File: config.mk
export PLATFORM = sky130hd
export DESIGN_NAME = avalon_pipe_slave
export DESIGN_NICKNAME = d
export VERILOG_FILES = /design/src/rtl/avalon_pipe_pkg.sv /design/src/rtl/avs_read_pipe.sv /design/src/rtl/avalon_pipe_slave.sv
export SDC_FILE = /design/constraint.sdc
export NUM_CORES = 1
export LEC_CHECK = 0
export CORE_MARGIN = 3
export CORE_UTILIZATION = 25
export CTS_CLUSTER_SIZE = 24
export DETAILED_ROUTE_END_ITERATION = 8
export HOLD_SLACK_MARGIN = 0.02
export PLACE_DENSITY = 0.5
export SETUP_SLACK_MARGIN = 0.2
export SLEW_MARGIN = 0
export SYNTH_ARGS = -nofsm -noshare
export SYNTH_HDL_FRONTEND = slang
export SYNTH_SLANG_ARGS = --single-unit
File: constraint.sdc
create_clock -name clk_i -period 1.8 [get_ports clk_i]
set_input_delay 0.45 -clock clk_i [delete_from_list [all_inputs] [get_ports clk_i]]
set_output_delay 0.45 -clock clk_i [all_outputs]
set_load 0.005 [all_outputs]
File: src/rtl/avalon_pipe_pkg.sv
// -----------------------------------------------------------------------------
// avalon_pipe_pkg
// Shared constants and types for the Avalon-MM pipelined slave:
//   - legal ranges of READ_LATENCY and WAIT_STATES
//   - fault-injection codes selected by ERRNO (honoured only when the
//     AVS_ERRNO_EN macro is defined at build time)
//   - pipe_stage_t, one stage of the read-return shift pipeline {valid, data}
// No ports (package).
// -----------------------------------------------------------------------------
package avalon_pipe_pkg;

    localparam int READ_LATENCY_MIN = 1;
    localparam int READ_LATENCY_MAX = 4;
    localparam int WAIT_STATES_MIN  = 0;
    localparam int WAIT_STATES_MAX  = 3;

    // Widest supported data word; pipeline stages carry this many data bits
    // and the read pipe uses only the low DATASIZE of them.
    localparam int PIPE_DATA_MAX    = 64;

    localparam int ERR_NONE          = 0;
    localparam int ERR_BYTEEN        = 1;  // byteenable ignored, full-word writes
    localparam int ERR_LATE_VALID    = 2;  // readdatavalid one clock late
    localparam int ERR_STATUS_FROZEN = 3;  // status counter never increments

    typedef struct packed {
        logic                     valid;
        logic [PIPE_DATA_MAX-1:0] data;
    } pipe_stage_t;

endpackage

File: src/rtl/avs_read_pipe.sv
// -----------------------------------------------------------------------------
// avs_read_pipe
// DEPTH-stage shift pipeline of {valid, data} that returns read data a fixed
// number of clocks after the read was accepted. Only the valid bits are reset,
// so an in-flight read is discarded by reset; data bits simply follow along.
// Ports:
//   clk_i    in   clock, rising edge
//   rst_ni   in   asynchronous active-low reset (clears valid bits)
//   i_valid  in   read accepted this clock
//   i_data   in   word sampled from the bank at the accepting edge
//   o_valid  out  last stage valid
//   o_data   out  last stage data, forced to 0 when o_valid is low
// -----------------------------------------------------------------------------
module avs_read_pipe
    import avalon_pipe_pkg::*;
#(
    parameter int DEPTH    = 2,
    parameter int DATASIZE = 16
) (
    input  logic                clk_i,
    input  logic                rst_ni,
    input  logic                i_valid,
    input  logic [DATASIZE-1:0] i_data,
    output logic                o_valid,
    output logic [DATASIZE-1:0] o_data
);

    pipe_stage_t r_stage [DEPTH];

    always_ff @(posedge clk_i or negedge rst_ni) begin
        if (!rst_ni) begin
            for (int i = 0; i < DEPTH; i++) begin
                r_stage[i].valid <= 1'b0;
            end
        end else begin
            r_stage[0].valid <= i_valid;
            r_stage[0].data  <= PIPE_DATA_MAX'(i_data);
            for (int i = 1; i < DEPTH; i++) begin
                r_stage[i] <= r_stage[i-1];
            end
        end
    end

    assign o_valid = r_stage[DEPTH-1].valid;
    assign o_data  = o_valid ? r_stage[DEPTH-1].data[DATASIZE-1:0] : '0;

endmodule

File: src/rtl/avalon_pipe_slave.sv
// -----------------------------------------------------------------------------
// avalon_pipe_slave
// Avalon-MM pipelined slave: 2**ADDRSIZE-word register bank with byte-enabled
// writes, programmable wait states, fixed read latency with back-to-back read
// support. The top word is a read-only count of accepted writes.
// Build macro: AVS_ERRNO_EN -- when defined, parameter ERRNO selects an
// injected fault (see avalon_pipe_pkg ERR_* codes); when undefined, ERRNO is
// ignored and no fault logic exists.
// Ports:
//   clk_i            in   clock, rising edge
//   rst_ni           in   asynchronous active-low reset
//   address_i        in   word address
//   byteenable_i     in   per-byte write mask
//   read_i, write_i  in   transfer requests, held until accepted
//   writedata_i      in   write data
//   waitrequest_o    out  stall, combinational
//   readdata_o       out  read data, 0 when readdatavalid_o is low
//   readdatavalid_o  out  one-cycle pulse per accepted read
// -----------------------------------------------------------------------------
module avalon_pipe_slave
    import avalon_pipe_pkg::*;
#(
    parameter int ADDRSIZE     = 3,
    parameter int DATASIZE     = 16,
    parameter int READ_LATENCY = 2,
    parameter int WAIT_STATES  = 0,
    parameter int ERRNO        = 0
) (
    input  logic                  clk_i,
    input  logic                  rst_ni,
    input  logic [ADDRSIZE-1:0]   address_i,
    input  logic [DATASIZE/8-1:0] byteenable_i,
    input  logic                  read_i,
    input  logic                  write_i,
    input  logic [DATASIZE-1:0]   writedata_i,
    output logic                  waitrequest_o,
    output logic [DATASIZE-1:0]   readdata_o,
    output logic                  readdatavalid_o
);

    localparam int                  NWORDS      = 2**ADDRSIZE;
    localparam int                  NBYTES      = DATASIZE/8;
    localparam logic [ADDRSIZE-1:0] STATUS_ADDR = ADDRSIZE'(NWORDS-1);
    localparam logic [1:0]          WS_LAST     = 2'(WAIT_STATES);

`ifdef AVS_ERRNO_EN
    localparam bit LP_FAULT_BYTEEN = (ERRNO == ERR_BYTEEN);
    localparam bit LP_FAULT_LATE   = (ERRNO == ERR_LATE_VALID);
    localparam bit LP_FAULT_FROZEN = (ERRNO == ERR_STATUS_FROZEN);
`else
    localparam bit LP_FAULT_BYTEEN = 1'b0;
    localparam bit LP_FAULT_LATE   = 1'b0;
    localparam bit LP_FAULT_FROZEN = 1'b0;
`endif

    localparam int PIPE_DEPTH = READ_LATENCY + (LP_FAULT_LATE ? 1 : 0);

    logic [1:0]          r_cnt;
    logic [DATASIZE-1:0] r_bank [NWORDS];
    logic [DATASIZE-1:0] r_status;
    logic                w_req;
    logic                w_accept;
    logic                w_wr_acc;
    logic                w_rd_acc;
    logic [DATASIZE-1:0] w_rd_word;

    assign w_req         = read_i | write_i;
    assign waitrequest_o = w_req & (r_cnt != WS_LAST);
    assign w_accept      = w_req & ~waitrequest_o;
    assign w_wr_acc      = w_accept & write_i;
    // A simultaneous read+write is a protocol violation: only the write happens.
    assign w_rd_acc      = w_accept & read_i & ~write_i;

    // Wait counter: counts stalled cycles of the pending request; restarts
    // from zero for every new transfer or when the request is withdrawn.
    always_ff @(posedge clk_i or negedge rst_ni) begin
        if (!rst_ni) begin
            r_cnt <= '0;
        end else if (!w_req || w_accept) begin
            r_cnt <= '0;
        end else if (r_cnt != WS_LAST) begin
            r_cnt <= r_cnt + 2'd1;
        end
    end

    // Register bank. The top entry is never written; reads of that address
    // are steered to the status counter instead.
    always_ff @(posedge clk_i or negedge rst_ni) begin
        if (!rst_ni) begin
            for (int i = 0; i < NWORDS; i++) begin
                r_bank[i] <= '0;
            end
        end else if (w_wr_acc && (address_i != STATUS_ADDR)) begin
            for (int k = 0; k < NBYTES; k++) begin
                if (LP_FAULT_BYTEEN || byteenable_i[k]) begin
                    r_bank[address_i][8*k +: 8] <= writedata_i[8*k +: 8];
                end
            end
        end
    end

    // Accepted-write counter; every accepted write counts, including writes
    // aimed at the status word itself. Wraps naturally.
    always_ff @(posedge clk_i or negedge rst_ni) begin
        if (!rst_ni) begin
            r_status <= '0;
        end else if (w_wr_acc && !LP_FAULT_FROZEN) begin
            r_status <= r_status + DATASIZE'(1);
        end
    end

    assign w_rd_word = (address_i == STATUS_ADDR) ? r_status : r_bank[address_i];

    avs_read_pipe #(
        .DEPTH    (PIPE_DEPTH),
        .DATASIZE (DATASIZE)
    ) u_read_pipe (
        .clk_i   (clk_i),
        .rst_ni  (rst_ni),
        .i_valid (w_rd_acc),
        .i_data  (w_rd_word),
        .o_valid (readdatavalid_o),
        .o_data  (readdata_o)
    );

endmodule

==> summary.md <==
| Metric | Value |
|---|---|
| Status | `finished, final reports clean` |
| Warnings from Yosys | `0` |
| Max Fclk | `558 MHz` |
| Antenna Violating Nets Remaining | `0` |
| Post-synth EDFFs | `32` |
| Vias in the first global route | `5,037` |
| Area Growth Syn to Fin | `42.1%` |
| Initial core utilization | `25.6%` |
| PD cells | `1060 nW/µm²` |
| Clk pin slew, worst setup/hold paths | `0.06 ns` |
| R2r startpoint | `r_cnt[0]` |
| DP Area | `8800 µm²` |
| Asr flop ratio synth | `80.5%` |
| Synthesized flop and latch total | `164` |
| Pre-antenna DRT Iters | `5` |
| Hold path start | `u_read_pipe.r_stage[129]` |
| Inst Count DP | `976` |
| Unrepaired setup endpoints after global routing | `yes` |
| Synthesized area | `7180 µm²` |
| Leak | `4.28 nW` |
| Yosys cell types | `41` |
| Worst Hold Class | `flop to flop` |
| Setup_tns | `0 ns` |
| Antenna fix cells | `0` |
| Synthesized instance count | `between 500 and 600` |
| Core area | `28,000 µm²` |
| Clk sinks | `roughly 160` |
| Die Area | `30,800 µm²` |
| WL per Instance | `18.6 µm` |
| Post-synthesis sequential area ratio | `59.4%` |
| Crit path kind | `flop to primary output` |
| TritonCTS Buffers | `17` |
| Total Routing Usage GR | `12.7%` |
| Hold Fails Final Rpt | `0` |
| Mapped Nets | `548` |
| Final setup viols | `0` |
| Maximum VDD drop | `between 0.5 and 0.6 mV` |
| Antenna violations before repair | `0` |
| R2r setup slk | `0.06 ns` |
| Worst Path Max Fanout | `8` |
| First-pass GRT wire length | `30.2 mm` |
| Rows | `61` |
| Clock period minus worst slack | `between 1.5 and 2 ns` |
| Clk_lat worst skew | `about 0.43 ns` |
| DIE WIDTH | `175 µm` |
| I/O Pins | `43` |
| Final Power | `roughly 11 mW` |
| Actual slew at the worst max-slew pin | `0.526 ns` |
| Layout cell share with drive strength beyond 1 | `roughly 48%` |
| NumNets Final | `662` |
| Average cell area after synthesis | `13.8 µm²` |
| Gpl congestion | `~0.78` |
| Layout Cells excl Fill | `between 1,000 and 1,500` |
| Reg2reg end | `r_bank[107]` |
| Final worst-path cycle share | `99.6%` |
| Die outline height | `between 150 and 200 µm` |
| Clock root buffer | `clkbuf_16` |
| DRC errors left | `0` |
| Largest net degree at the start of global routing | `54` |
| Post-Route WL | `19.0 mm` |
| Slew headroom | `64.1%` |
| Initial drt markers | `240` |
| Worst EP required | `1.35 ns` |
| Top FF cell, synth | `dfrtp_1` |
| CTS tree | `done` |
| Crit path DAT | `1.34 ns` |
| Max Cap Viol | `0` |
| Fill cell count | `2,706` |
| Vias | `about 4,600` |
| Max-slew violation count | `0` |
| CTS max path bufs | `2` |
| Hold_ws | `0.361 ns` |
| Vias per cell | `4.54` |
| DPL Wire Length | `between 10 and 15 mm` |
| H-tree Lvls | `4` |
| Layout Skew | `0.00805 ns` |
| Startpoint Class | `flop` |
| Finished Cell Area | `10,200 µm²` |
| Port Buffers | `42` |
| Hold Crit Depth | `0` |
| Hold Path Sink | `u_read_pipe.o_valid` |
| Cells on worst reg2reg path | `8` |
| Element type at the critical path end | `primary output` |
| GRT overflow | `0` |
[layer usage]
metal  share of wire, %  up-vias  routed length, µm  track usage (%)
li1                   -     2142                  -                -
met1                 49     2403               9250             18.1
met2                 46       92               8810             19.7
met3                4.1       11                772             2.64
met4               0.87        0                166             3.73
met5                  0        -                  0                0
[flip-flops by register name (all words and copies together) (netlist names)]
signal               cells
r_status                16
r_bank                 112
r_cnt                    2
u_read_pipe.o_valid      1
u_read_pipe.r_stage     33
[per-stage QoR]
step,util [%],setup WS [ns]
after global routing,36.4,-0.0418
after detailed placement,31.4,-0.537
final,36.4,0.00675
after floorplan,-,0.0917
after CTS,36.1,-0.0314
after global placement,31.4,-0.571
[layout by cell type (no fill, tap or decap), types with 10 or more instances in the layout]
cell type	count
o21ai_0	17
nand2_1	29
buf_6	28
edfxtp_1	32
o22a_1	10
mux2i_1	18
clkbuf_16	18
buf_12	22
xnor2_1	10
clkdlybuf4s50_1	19
buf_4	32
mux2_4	111
dfrtp_1	130
and2_4	12
nor2_4	18
[area by class of cell]
type                       instances  area [µm²]  share of cell area (%)
clock inverter                     8        76.3                   0.749
clock buffer                      22         475                    4.66
inverter                           5        18.8                   0.184
multi-input combinational        331        3550                    34.8
timing repair buffer             116        1340                    13.1
sequential                       164        4270                    41.9
tap                              378         473                    4.64
[worst max-delay path: stages, from the launching register on]
cell and delay [ns]:
dfrtp_2 0.44, buf_6 0.15, buf_6 0.11, and2_4 0.12, buf_6 0.10
[where the power goes]
part	switching [mW]	total [mW]	internal, mW
registers	0.549	5.17	4.62
clock network	1.41	3.41	2.00
logic	0.813	2.20	1.38
[how the worst max path moves through the flow]
stage / start / to / slack (ns) / depth (start not counted)
after floorplan: r_cnt[0] / r_bank[118] / 0.09 / 7
after global placement: address_i[0] / u_read_pipe.r_stage[72] / -0.57 / 7
after detailed placement: address_i[0] / u_read_pipe.r_stage[75] / -0.54 / 6
after CTS: u_read_pipe.o_valid / readdata_o[2] / -0.03 / 4
after global routing: u_read_pipe.o_valid / readdata_o[2] / -0.04 / 4
final: u_read_pipe.o_valid / readdata_o[2] / 0.007 / 4
[cell usage after synthesis, drive strengths merged (3+ instances only)]
| cell | number | area (µm²) |
|---|---|---|
| nand2 | 31 | 116 |
| a21boi | 4 | 30.0 |
| mux2i | 20 | 200 |
| xnor2 | 12 | 105 |
| a22oi | 3 | 22.5 |
| o2bb2ai | 4 | 35.0 |
| nor2 | 25 | 164 |
| nand4 | 4 | 25.0 |
| mux2 | 117 | 1320 |
| nand3 | 5 | 30.0 |
| a31oi | 7 | 43.8 |
| or2 | 4 | 25.0 |
| nand2b | 3 | 18.8 |
| o21ai | 18 | 90.1 |
| buf | 13 | 65.1 |
| a221oi | 8 | 70.1 |
| o221ai | 9 | 78.8 |
| clkbuf | 8 | 30.0 |
| o21a | 3 | 22.5 |
| o22a | 10 | 87.6 |
| inv | 5 | 18.8 |
| edfxtp | 32 | 961 |
| xor2 | 3 | 26.3 |
| dfrtp | 132 | 3300 |
| nor2b | 5 | 31.3 |
| a21oi | 3 | 15.0 |
| and2 | 20 | 125 |
[cell families after synthesis]
family / count (synthesis) / synth area share [%]
simple gates: 104 / 8.32
compound gates: 73 / 7.34
flops: 164 / 59.4
fa+ha+maj: 2 / 0.349
buf+inv: 26 / 1.59
mux: 137 / 21.2
xor+xnor: 15 / 1.83
[repair_timing]
action,4_1_cts,5_1_grt
hold buffers,1,0
pin swaps,25,16
resized for setup,227,26
endpoints found under the hold margin,17,0
setup endpoints to repair,155,148
buffers inserted,12,1
cloned,4,0
Note: power is estimated with default switching activity, not from simulation.
